**config.mk**
```make
export PLATFORM = sky130hd
export DESIGN_NAME = rst_sequencer
export DESIGN_NICKNAME = d
export VERILOG_FILES = /design/src/rtl/rst_sequencer.sv
export SDC_FILE = /design/constraint.sdc
export NUM_CORES = 1
export LEC_CHECK = 0
export BUFFER_PORTS_ARGS = -buffer_cell sky130_fd_sc_hd__buf_4
export CAP_MARGIN = 20
export CORE_MARGIN = 2
export CORE_UTILIZATION = 25
export DETAILED_ROUTE_END_ITERATION = 6
export SETUP_SLACK_MARGIN = 0.2
export SKIP_LAST_GASP = 1
export SYNTH_ARGS = -nofsm -noshare
export SYNTH_HDL_FRONTEND = slang
export SYNTH_SLANG_ARGS = --single-unit
```
**constraint.sdc**
```tcl
create_clock -name clk -period 2.4 [get_ports clk]
set_clock_uncertainty 0.1 [all_clocks]
set_input_delay 0.36 -clock clk [delete_from_list [all_inputs] [get_ports clk]]
set_output_delay 0.36 -clock clk [all_outputs]
set_load 0.03 [all_outputs]
```
**src/rtl/rst_sequencer.sv**
```systemverilog
// Staggered power-on / manual reset sequencer with debounced button, lock qualification and cause capture.
// Optional watchdog re-entry into reset is compiled in with `define RST_SEQ_WDT_EN.
module rst_sequencer #(
  parameter int N_DOMAINS       = 3,
  parameter int HOLD_CYCLES     = 4,
  parameter int LOCK_CYCLES     = 16,
  parameter int STAGE_GAP       = 2,
  parameter int DEBOUNCE_CYCLES = 8,
  parameter int WDT_CYCLES      = 1024
) (
  input  logic                 clk,
  input  logic                 nrst,
  input  logic                 manual_rst,
  input  logic                 pll_lock,
  input  logic                 wdt_kick,
  output logic [N_DOMAINS-1:0] rst_out,
  output logic                 sys_ready,
  output logic [1:0]           state_o,
  output logic [1:0]           rst_cause
);

  localparam int HCW        = $clog2(HOLD_CYCLES + 1);
  localparam int LCW        = $clog2(LOCK_CYCLES + 1);
  localparam int DCW        = $clog2(DEBOUNCE_CYCLES + 1);
  localparam int STAGE_LAST = (N_DOMAINS - 1) * STAGE_GAP;
  localparam int SCW        = $clog2(STAGE_LAST + 2);

  localparam logic [HCW-1:0] HOLD_MAX   = HCW'(HOLD_CYCLES);
  localparam logic [LCW-1:0] LOCK_MAX   = LCW'(LOCK_CYCLES);
  localparam logic [DCW-1:0] DB_MAX     = DCW'(DEBOUNCE_CYCLES);
  localparam logic [SCW-1:0] STAGE_END  = SCW'(STAGE_LAST);
  localparam logic [N_DOMAINS-1:0] FIRST_MASK = {N_DOMAINS{1'b1}} << 1;

  localparam logic [1:0] CAUSE_POWER  = 2'd0;
  localparam logic [1:0] CAUSE_MANUAL = 2'd1;
  localparam logic [1:0] CAUSE_LOCK   = 2'd2;
  localparam logic [1:0] CAUSE_WDT    = 2'd3;

  typedef enum logic [1:0] {
    S_HOLD      = 2'd0,
    S_WAIT_LOCK = 2'd1,
    S_RELEASE   = 2'd2,
    S_RUN       = 2'd3
  } state_t;

  state_t               state_reg, state_next;
  logic [N_DOMAINS-1:0] rst_out_reg, rst_out_next, rel_mask;
  logic                 ready_reg, ready_next;
  logic [1:0]           cause_reg, cause_next, fault_code;
  logic                 fault;
  logic                 man_meta_reg, man_s_reg, lock_meta_reg, lock_s_reg;
  logic [DCW-1:0]       db_cnt_reg, db_cnt_next;
  logic [HCW-1:0]       hold_cnt_reg, hold_next, hold_inc;
  logic [LCW-1:0]       lock_cnt_reg, lock_next, lock_inc;
  logic [SCW-1:0]       stage_reg, stage_next, stage_inc;
  logic                 man_db;
  logic                 wdt_fire;

  // man_db is the value the debounce flag takes on this edge, so the
  // button acts exactly DEBOUNCE_CYCLES after the synchronised rise.
  always_comb begin
    db_cnt_next = db_cnt_reg;
    if (!man_s_reg)
      db_cnt_next = '0;
    else if (db_cnt_reg != DB_MAX)
      db_cnt_next = db_cnt_reg + DCW'(1);
    man_db = (db_cnt_next == DB_MAX);
  end

  assign hold_inc  = (hold_cnt_reg == HOLD_MAX) ? hold_cnt_reg : hold_cnt_reg + HCW'(1);
  assign lock_inc  = (lock_cnt_reg == LOCK_MAX) ? lock_cnt_reg : lock_cnt_reg + LCW'(1);
  assign stage_inc = (stage_reg == STAGE_END)   ? stage_reg    : stage_reg + SCW'(1);

  genvar gi;
  generate
    for (gi = 0; gi < N_DOMAINS; gi++) begin : g_mask
      assign rel_mask[gi] = (int'(stage_inc) < gi * STAGE_GAP);
    end
  endgenerate

`ifdef RST_SEQ_WDT_EN
  localparam int WCW = $clog2(WDT_CYCLES + 1);
  localparam logic [WCW-1:0] WDT_MAX = WCW'(WDT_CYCLES);

  logic           kick_meta_reg, kick_s_reg;
  logic [WCW-1:0] wdt_cnt_reg, wdt_inc;

  assign wdt_inc  = (wdt_cnt_reg == WDT_MAX) ? wdt_cnt_reg : wdt_cnt_reg + WCW'(1);
  assign wdt_fire = (state_reg == S_RUN) && !kick_s_reg && (wdt_inc == WDT_MAX);

  always_ff @(posedge clk or negedge nrst) begin
    if (!nrst) begin
      kick_meta_reg <= 1'b0;
      kick_s_reg    <= 1'b0;
      wdt_cnt_reg   <= '0;
    end else begin
      kick_meta_reg <= wdt_kick;
      kick_s_reg    <= kick_meta_reg;
      wdt_cnt_reg   <= (state_reg == S_RUN && state_next == S_RUN && !kick_s_reg) ? wdt_inc : '0;
    end
  end
`else
  logic unused_wdt;
  assign unused_wdt = wdt_kick ^ (WDT_CYCLES != 0);
  assign wdt_fire   = 1'b0;
`endif

  always_comb begin
    state_next   = state_reg;
    rst_out_next = rst_out_reg;
    ready_next   = 1'b0;
    cause_next   = cause_reg;
    hold_next    = hold_cnt_reg;
    lock_next    = '0;
    stage_next   = '0;
    fault        = 1'b0;
    fault_code   = CAUSE_MANUAL;
    unique case (state_reg)
      S_HOLD: begin
        rst_out_next = '1;
        if (man_db) begin
          hold_next = '0;
        end else begin
          hold_next = hold_inc;
          if (hold_inc == HOLD_MAX)
            state_next = S_WAIT_LOCK;
        end
      end
      S_WAIT_LOCK: begin
        rst_out_next = '1;
        hold_next    = '0;
        fault        = man_db;
        if (lock_s_reg) begin
          lock_next = lock_inc;
          if (lock_inc == LOCK_MAX) begin
            state_next   = S_RELEASE;
            rst_out_next = FIRST_MASK;
          end
        end
      end
      S_RELEASE: begin
        fault      = man_db || !lock_s_reg;
        fault_code = man_db ? CAUSE_MANUAL : CAUSE_LOCK;
        if (stage_reg == STAGE_END) begin
          state_next   = S_RUN;
          rst_out_next = '0;
          ready_next   = 1'b1;
        end else begin
          stage_next   = stage_inc;
          rst_out_next = rel_mask;
        end
      end
      S_RUN: begin
        rst_out_next = '0;
        ready_next   = 1'b1;
        fault        = man_db || !lock_s_reg || wdt_fire;
        fault_code   = man_db ? CAUSE_MANUAL : (!lock_s_reg ? CAUSE_LOCK : CAUSE_WDT);
      end
      default: ;
    endcase
    // A fault wins over any forward transition and re-asserts every domain on this edge.
    if (fault) begin
      state_next   = S_HOLD;
      rst_out_next = '1;
      ready_next   = 1'b0;
      cause_next   = fault_code;
      hold_next    = '0;
      lock_next    = '0;
      stage_next   = '0;
    end
  end

  always_ff @(posedge clk or negedge nrst) begin
    if (!nrst) begin
      state_reg     <= S_HOLD;
      rst_out_reg   <= '1;
      ready_reg     <= 1'b0;
      cause_reg     <= CAUSE_POWER;
      man_meta_reg  <= 1'b0;
      man_s_reg     <= 1'b0;
      lock_meta_reg <= 1'b0;
      lock_s_reg    <= 1'b0;
      db_cnt_reg    <= '0;
      hold_cnt_reg  <= '0;
      lock_cnt_reg  <= '0;
      stage_reg     <= '0;
    end else begin
      state_reg     <= state_next;
      rst_out_reg   <= rst_out_next;
      ready_reg     <= ready_next;
      cause_reg     <= cause_next;
      man_meta_reg  <= manual_rst;
      man_s_reg     <= man_meta_reg;
      lock_meta_reg <= pll_lock;
      lock_s_reg    <= lock_meta_reg;
      db_cnt_reg    <= db_cnt_next;
      hold_cnt_reg  <= hold_next;
      lock_cnt_reg  <= lock_next;
      stage_reg     <= stage_next;
    end
  end

  assign rst_out   = rst_out_reg;
  assign sys_ready = ready_reg;
  assign state_o   = state_reg;
  assign rst_cause = cause_reg;

endmodule

```
==> metrics.csv, run 1 <==
metric,value,unit
CTS tree,done,
die width,81.0,µm
"Min Clock Period, post-route",2310,ps
row count,28,
io pins,13,
kind of start point of the critical path,flip-flop,
maxcap violations,0,
CTS Buf Count,3,
Hold Crit Depth,1,
"Setup violations, final",0,
global route total overflow,0,
Worst-Margin Slew,341,ps
Max clock buf depth,2,
post-synthesis sequential area ratio,0.458,
Clock Sink Count,27,
initial drt markers,63,
syn_nets,155,
synth top area cells,"dfrtp_1 (40%), ha_1 (10%), dfstp_2 (5.3%)",
Hold Startpoint,pll_lock,
outcome,"complete, no violations",
clock slew at reported path FFs,90,ps
Reg2Reg Setup Slack,90,ps
"area leader, netlist",dfrtp_1,
Synth top cells by count,"dfrtp_1 (24), inv_1 (13), ha_1 (12), nor2_1 (11), nand2_1 (9)",
Root Driver,clkbuf_8,
top-count cell post-synth,dfrtp_1,
Final period util,0.962,
Port Buf Inserts,11,
via/cell ratio,4.46,
synthesis-to-finish area growth,31.1,%
antenna fix cells,0,
Initial Utilization,0.255,
Crit path required time,2460,ps
antenna violations before repair,0,
FF-to-FF Start,lock_cnt_reg[1]$_DFF_PN0_,
max reg flops,5,
P per Cell Area,1020,mW/mm²
Synth cell types,42,
GRT Util Overall,0.101,
largest net degree at the start of global routing,28,
first-pass GRT wire length,5.15,mm
Die H,81.0,µm
number of synthesized flops with an enable pin,0,
Worst Path Max Fanout,3,
routed wire length,2.91,mm
register bit total from synthesis,27,
critical path cell sequence,inv_2 -> ha_4 -> and4bb_2 -> xnor2_2 -> o41ai_2 -> buf_4 -> o211ai_1 -> a21o_1 -> mux2_4,
share of cells above drive strength 1,0.374,
vias,1098,
FF-to-FF End,state_o[0]$_DFFE_PN0P_,
Syn Inst Count,138,
Tot Pwr,1.98,mW
Die Area,0.00657,mm²
H-tree level count,1,
Synth top area share,0.405,
WL/cell,11.8,µm
final hold violations,0,
R2R depth,9,
gpl congestion,0.737,
HP Class,input port to flip-flop,
core footprint,0.00582,mm²
Residual DRC,0,
Synth async-reset ratio,1.00,
Mapped Area,0.00148,mm²
Leak,0.866,nW
TritonRoute pass-1 iters,4,
Yosys warning count,0,
critical path type,flip-flop to flip-flop,
Rel. slew slack,0.773,
Slowest Stage Delay on Critical Path,400,ps
CP Capture Type,flip-flop,
RSZ-0062 raised after global routing,true,
setup_tns,0,ps
ANT nets after route,0,
number of global-route vias before repair,1129,
fin nets,189,
Post-Syn Area per Cell,10.8,µm²
Post-synth top flop,dfrtp_1,
Fmax,0.433,GHz
final hold slack,90.9,ps
Max Slew Vio Count,0,
DP HPWL,2.16,mm
WHS Endpoint,lock_meta_reg$_DFF_PN0_,
CP max stage cell,dfrtp_1,
Worst-Skew Late Latency,270,ps
maximum vdd drop,0.487,mV
CP arrival,2370,ps
layer usage:
layer / global-route usage / share of wire / up-vias / wire [µm]
met5: 0 / 0 / - / 0
met1: 0.128 / 0.47 / 542 / 1370
li1: - / - / 547 / -
met2: 0.174 / 0.50 / 7 / 1460
met4: 0.0305 / 0.0055 / 0 / 16
met3: 0.0200 / 0.023 / 2 / 68
worst max-delay path, delay by kind of cell, from the launching register on:
kind                       cells  cell delay [ps]
buffers and inverters          2              220
xor gates and xnor gates       1              150
muxes                          1              300
DFF                            1              400
and+or+nand+nor                1              260
AOI/OAI and AO/OA              3              630
adders and majority gates      1              140
cell usage in the layout, fill, tap and decap left out, types with 2 or more instances in the layout:
master,instances
nand2_1,9
nor2_1,11
o31a_1,2
dfrtp_2,2
nor4_2,2
nor2b_1,2
ha_2,2
o211ai_1,2
inv_2,4
nor3_1,2
or3_4,2
buf_4,29
nand3_1,5
xnor2_2,2
mux2_4,2
inv_1,9
a21o_1,2
a32oi_1,2
dfrtp_1,22
nand2b_1,4
xnor2_1,3
dfstp_2,3
clkbuf_8,3
mux2i_1,4
and3_1,2
ha_1,9
a21oi_1,2
cells by family after synthesis:
logic type | count (synthesis) | share of synthesized area
simple gates | 54 | 0.203
buf+inv | 14 | 0.0354
compound gates | 18 | 0.110
xor+xnor | 6 | 0.0354
flops | 27 | 0.458
mux | 7 | 0.0565
fa+ha+maj | 12 | 0.101
cell type report:
class                           count  area [µm²]
Timing Repair Buffer               30         228
Multi-Input combinational cell     97         848
Tap cell                           75        93.8
Inverter                           13        48.8
Clock buffer                        4        45.0
Fill cell                         615        3870
Sequential cell                    27         682
worst max path at each step:
stage / depth (start not counted) / startpoint / to
floorplan: 7 / db_cnt_reg[0]$_DFF_PN0_ / state_o[0]$_DFFE_PN0P_
global placement: 8 / db_cnt_reg[0]$_DFF_PN0_ / state_o[0]$_DFFE_PN0P_
detailed placement: 9 / db_cnt_reg[0]$_DFF_PN0_ / hold_cnt_reg[2]$_DFFE_PN0P_
CTS: 8 / db_cnt_reg[1]$_DFF_PN0_ / state_o[0]$_DFFE_PN0P_
global route: 9 / lock_cnt_reg[0]$_DFF_PN0_ / state_o[0]$_DFFE_PN0P_
finish: 9 / lock_cnt_reg[1]$_DFF_PN0_ / state_o[0]$_DFFE_PN0P_
per-stage QoR:
stage	area (µm²)	cells	util	setup slack, ps
final	1950	246	0.335	91.9
after global routing	1950	246	0.335	3.02
after CTS	1860	243	0.320	93.4
after detailed placement	1750	233	0.301	86.4
after global placement	1750	233	0.301	112
after floorplan	1500	138	-	163
power breakdown:
part           total (mW)  internal (mW)  leakage, nW  switching (mW)
registers           0.657          0.574        0.341          0.0824
clock network       0.256          0.119       0.0228           0.137
logic                1.07          0.508        0.502           0.563
repair_timing:
action                                  CTS  global route
setup buffers                             5             3
gates resized for setup                   3            13
hold buffers                              1             0
endpoints found under the setup margin    8            14
endpoints found under the hold margin    24             0
pin swaps                                 2             6
Note: power is estimated with default switching activity, not from simulation.
==> run 2, diff against run 1 <==
--- a/config.mk
+++ b/config.mk
@@ -10,8 +10,10 @@
 export CORE_MARGIN = 2
 export CORE_UTILIZATION = 25
 export DETAILED_ROUTE_END_ITERATION = 6
+export PLACE_DENSITY_LB_ADDON = 0.3
 export SETUP_SLACK_MARGIN = 0.2
 export SKIP_LAST_GASP = 1
+export SLEW_MARGIN = 0
 export SYNTH_ARGS = -nofsm -noshare
 export SYNTH_HDL_FRONTEND = slang
 export SYNTH_SLANG_ARGS = --single-unit
==> run 2 against run 1 <==
Net effect: total power grew 0.56%; sequential share of layout area fell by 0.36 points; clock power rose by 5%; critical path type unchanged; highest routed layer unchanged; global-route usage shrank 0.17 points; critical endpoint unchanged.
==> metrics.csv, run 2 (same netlist as run 1, synthesis figures left out) <==
metric,value,unit
"Setup violations, final",0,
antenna fix cells,0,
Setup WS post-layout,86.0,ps
CTS Buf Count,3,
Crit path required time,2470,ps
Hold Crit Depth,1,
RSZ-0062 raised after global routing,true,
"Min Clock Period, post-route",2310,ps
ANT nets after route,0,
global route total overflow,0,
Clock Sink Count,27,
Worst-Margin Slew,344,ps
gpl congestion,0.730,
clock slew at reported path FFs,100,ps
P per Cell Area,1010,mW/mm²
number of global-route vias before repair,1157,
Reg2Reg Setup Slack,90,ps
Port Buf Inserts,11,
R2R depth,9,
Tot Pwr,1.99,mW
Initial Utilization,0.255,
"commonest non-fill, non-tap cell in the layout",buf_4,
Max Slew Vio Count,0,
Die Area,0.00657,mm²
GRT Util Overall,0.0994,
Fmax,0.432,GHz
Max clock buf depth,2,
maxcap violations,0,
initial drt markers,37,
CTS tree,done,
final hold slack,86.5,ps
CP Capture Type,flip-flop,
first-pass GRT wire length,5.10,mm
Rel. slew slack,0.771,
routed wire length,2.85,mm
maximum vdd drop,0.348,mV
Layout Cells excl Fill,249,
TritonRoute pass-1 iters,4,
H-tree level count,1,
Die H,81.0,µm
Worst-Skew Late Latency,280,ps
final hold violations,0,
Final Core Density,0.338,
WHS Endpoint,lock_meta_reg$_DFF_PN0_,
Final period util,0.964,
synthesis-to-finish area growth,32.5,%
most frequent cells in the layout,"buf_4 (29), dfrtp_1 (22), nor2_1 (11)",
Hold Startpoint,pll_lock,
Placed Cells,234,
Residual DRC,0,
core footprint,0.00582,mm²
outcome,"complete, no violations",
vias,1098,
share of cells above drive strength 1,0.356,
"Cell Area, Placed",0.00176,mm²
max reg flops,5,
DP HPWL,2.08,mm
fin nets,192,
via/cell ratio,4.41,
antenna violations before repair,0,
FF-to-FF Start,db_cnt_reg[1]$_DFF_PN0_,
fin area,0.00197,mm²
Leak,0.882,nW
Setup WS pre-CTS,20.4,ps
largest net degree at the start of global routing,28,
io pins,13,
WL/cell,11.5,µm
die width,81.0,µm
kind of start point of the critical path,flip-flop,
Worst Path Max Fanout,3,
CP arrival,2390,ps
HP Class,input port to flip-flop,
setup_tns,0,ps
critical path type,flip-flop to flip-flop,
Root Driver,clkbuf_8,
row count,28,
FF-to-FF End,state_o[0]$_DFFE_PN0P_,
run 2: layout make-up:
type / count / area, µm²
fill: 620 / 3850
sequential: 27 / 682
inverter: 13 / 48.8
multi-input combinational: 97 / 833
clock inverter: 1 / 5.00
clock buffer: 3 / 41.3
tap: 75 / 93.8
timing repair buffer: 33 / 262
run 2: timing repair:
item / 4_1_cts / 5_1_grt
hold buffers: 1 / 0
gates resized for setup: 8 / 7
hold endpoints to repair: 24 / 0
buffers inserted: 7 / 3
setup endpoints to repair: 10 / 15
pin swaps: 6 / 6
run 2: routing by layer:
| metal | up-vias | track usage | part of all wire |
|---|---|---|---|
| li1 | 555 | - | - |
| met1 | 529 | 0.130 | 0.48 |
| met2 | 9 | 0.164 | 0.48 |
| met3 | 5 | 0.0189 | 0.021 |
| met4 | 0 | 0.0356 | 0.017 |
| met5 | - | 0 | 0 |
run 2: worst max-delay path by stage:
stage | from | endpoint | slack, ps | depth (start not counted)
3_5_place_dp | db_cnt_reg[0]$_DFF_PN0_ | state_o[0]$_DFFE_PN0P_ | 20 | 7
5_1_grt | lock_cnt_reg[0]$_DFF_PN0_ | state_o[0]$_DFFE_PN0P_ | -50 | 9
6_report | db_cnt_reg[1]$_DFF_PN0_ | state_o[0]$_DFFE_PN0P_ | 90 | 9
3_3_place_gp | db_cnt_reg[0]$_DFF_PN0_ | state_o[0]$_DFFE_PN0P_ | 40 | 7
4_1_cts | db_cnt_reg[0]$_DFF_PN0_ | state_o[0]$_DFFE_PN0P_ | 70 | 8
2_1_floorplan | db_cnt_reg[0]$_DFF_PN0_ | state_o[0]$_DFFE_PN0P_ | 160 | 7
run 2: worst max-delay path: stages (launching register included):
cell and delay (ps):
dfrtp_1 410, inv_1 100, ha_4 140, nand2_1 60, a211o_1 340, buf_6 130
a2111oi_4 340, nor2_2 80, a21o_1 220, mux2_4 290
run 2: report_power, final:
| part | leakage [nW] | internal [mW] | switching, mW |
|---|---|---|---|
| clock | 0.0255 | 0.117 | 0.152 |
| sequential | 0.341 | 0.574 | 0.0815 |
| combinational | 0.515 | 0.517 | 0.553 |
==> run 3, diff against run 2 <==
--- a/config.mk
+++ b/config.mk
@@ -7,9 +7,12 @@
 export LEC_CHECK = 0
 export BUFFER_PORTS_ARGS = -buffer_cell sky130_fd_sc_hd__buf_4
 export CAP_MARGIN = 20
+export CELL_PAD_IN_SITES_DETAIL_PLACEMENT = 0
+export CELL_PAD_IN_SITES_GLOBAL_PLACEMENT = 1
 export CORE_MARGIN = 2
 export CORE_UTILIZATION = 25
 export DETAILED_ROUTE_END_ITERATION = 6
+export GPL_ROUTABILITY_DRIVEN = 1
 export PLACE_DENSITY_LB_ADDON = 0.3
 export SETUP_SLACK_MARGIN = 0.2
 export SKIP_LAST_GASP = 1
==> run 3 against run 2 <==
Net effect: first-iteration DRC count unchanged; via count is 0.64% higher; die area stayed put; sequential cell count is the same; maximum frequency fell by 0.94%; final area is 2.9% lower; total power shrank 1.0%; utilization down 0.97 points; clock-buffer cell count did not move; cell count fell by 2.8%; clock power is essentially flat; highest routed layer unchanged.
==> metrics.csv, run 3 (same netlist as run 1, synthesis figures left out) <==
metric,value,unit
global route total overflow,0,
Worst-Margin Slew,356,ps
Rel. slew slack,0.763,
core footprint,0.00582,mm²
CP Depth,8,
"Cell Area, Placed",0.00173,mm²
FF-to-FF End,state_o[0]$_DFFE_PN0P_,
die width,81.0,µm
FF-to-FF Start,db_cnt_reg[0]$_DFF_PN0_,
antenna fix cells,0,
CP max stage cell,dfrtp_1,
Die H,81.0,µm
maxcap violations,0,
io pins,13,
RSZ-0062 raised after global routing,true,
Slowest Stage Delay on Critical Path,420,ps
Reg2Reg Setup Slack,60,ps
"Min Clock Period, post-route",2340,ps
max reg flops,5,
Fmax,0.428,GHz
DP HPWL,2.37,mm
CTS tree,done,
critical path cell sequence,ha_2 -> nor2b_1 -> a211o_4 -> nor4_4 -> buf_4 -> o31a_1 -> a21o_1 -> mux2_4,
initial drt markers,37,
HP Class,input port to flip-flop,
critical path type,flip-flop to flip-flop,
fin nets,185,
ANT nets after route,0,
maximum vdd drop,0.303,mV
Root Driver,clkbuf_8,
GRT Util Overall,0.109,
kind of start point of the critical path,flip-flop,
Worst Path Max Fanout,4,
antenna violations before repair,0,
Clock Sink Count,27,
clock slew at reported path FFs,100,ps
Port Buf Inserts,11,
most frequent cells in the layout,"buf_4 (25), dfrtp_1 (22), inv_1 (11), nor2_1 (11), ha_1 (9)",
R2R depth,8,
Leak,0.840,nW
WHS Endpoint,lock_meta_reg$_DFF_PN0_,
vias,1105,
TritonRoute pass-1 iters,4,
outcome,"complete, no violations",
largest net degree at the start of global routing,28,
synthesis-to-finish area growth,28.7,%
Tot Pwr,1.97,mW
CTS Buf Count,3,
share of cells above drive strength 1,0.329,
Max Slew Vio Count,0,
WL/cell,13.4,µm
Hold Startpoint,pll_lock,
CP Capture Type,flip-flop,
Max clock buf depth,2,
"Buf+Inv Stages, Crit Path",1,
Hold Crit Depth,1,
first-pass GRT wire length,5.48,mm
row count,28,
P per Cell Area,1030,mW/mm²
"Setup violations, final",0,
CP arrival,2410,ps
Die Area,0.00657,mm²
Crit path required time,2470,ps
final hold violations,0,
Residual DRC,0,
H-tree level count,1,
Initial Utilization,0.255,
fin area,0.00191,mm²
number of global-route vias before repair,1157,
CP startpoint,db_cnt_reg[0]$_DFF_PN0_,
routed wire length,3.24,mm
Final period util,0.973,
via/cell ratio,4.57,
Worst-Skew Late Latency,270,ps
gpl congestion,0.806,
"commonest non-fill, non-tap cell in the layout",buf_4,
cell family with most CP delay,compound AO/OA/AOI/OAI gates,
==> run 3: changes by cell type in the layout (fill, tap and decap cells not counted), sizes merged <==
cell,before,now
clkinvlp,0,1
clkinv,1,0
buf,32,25
==> run 3: report_power, final <==
part | total (mW) | leakage, nW | internal (mW) | switching (mW)
Sequential | 0.655 | 0.341 | 0.574 | 0.0812
Combinational | 1.05 | 0.477 | 0.481 | 0.568
Clock | 0.270 | 0.0217 | 0.118 | 0.152
==> run 3: final cells by class <==
type | instances | area [µm²]
tap | 75 | 93.8
multi-input combinational | 97 | 838
clock inverter | 1 | 7.51
fill | 622 | 3910
inverter | 13 | 48.8
timing repair buffer | 26 | 198
sequential | 27 | 682
clock buffer | 3 | 41.3
==> run 3: metal layers <==
metal | track usage | wire [µm]
met4 | 0.0525 | 40
met3 | 0.0111 | 38
met2 | 0.195 | 1750
met1 | 0.131 | 1420
met5 | 0 | 0
==> run 3: worst max path at each step <==
stage | end
after floorplan | state_o[0]$_DFFE_PN0P_
after detailed placement | state_o[0]$_DFFE_PN0P_
after CTS | state_o[0]$_DFFE_PN0P_
final | state_o[0]$_DFFE_PN0P_
after global routing | state_o[0]$_DFFE_PN0P_
after global placement | state_o[0]$_DFFE_PN0P_
==> run 3: worst register-to-register path: cells and delay by family (launching register included) <==
kind,cells,cell delay (ps)
AO/OA/AOI/OAI,3,690
flip-flops,1,420
AND/OR/NAND/NOR,2,360
multiplexers,1,300
adder cells (fa/ha/maj),1,200
buffers and inverters,1,180
==> run 3: what timing repair did <==
action                     in CTS  in global routing
setup endpoints to repair       4                 13
buffers inserted                5                  1
resized for setup               4                  8
hold endpoints to repair       24                  0
hold buffers                    1                  0
pin swaps                       9                  2
==> run 3: per-stage QoR <==
step                hold slack, ps  utilization  instances  setup TNS (ps)  setup slack [ps]
floorplan                    -35.6            -        138               0               163
global placement               203        0.298        231               0              44.5
detailed placement             207        0.298        231           -8.88             -8.88
CTS                           73.8        0.318        241               0              39.2
global route                  63.8        0.328        242            -100             -58.4
finish                        87.9        0.328        242               0              64.0
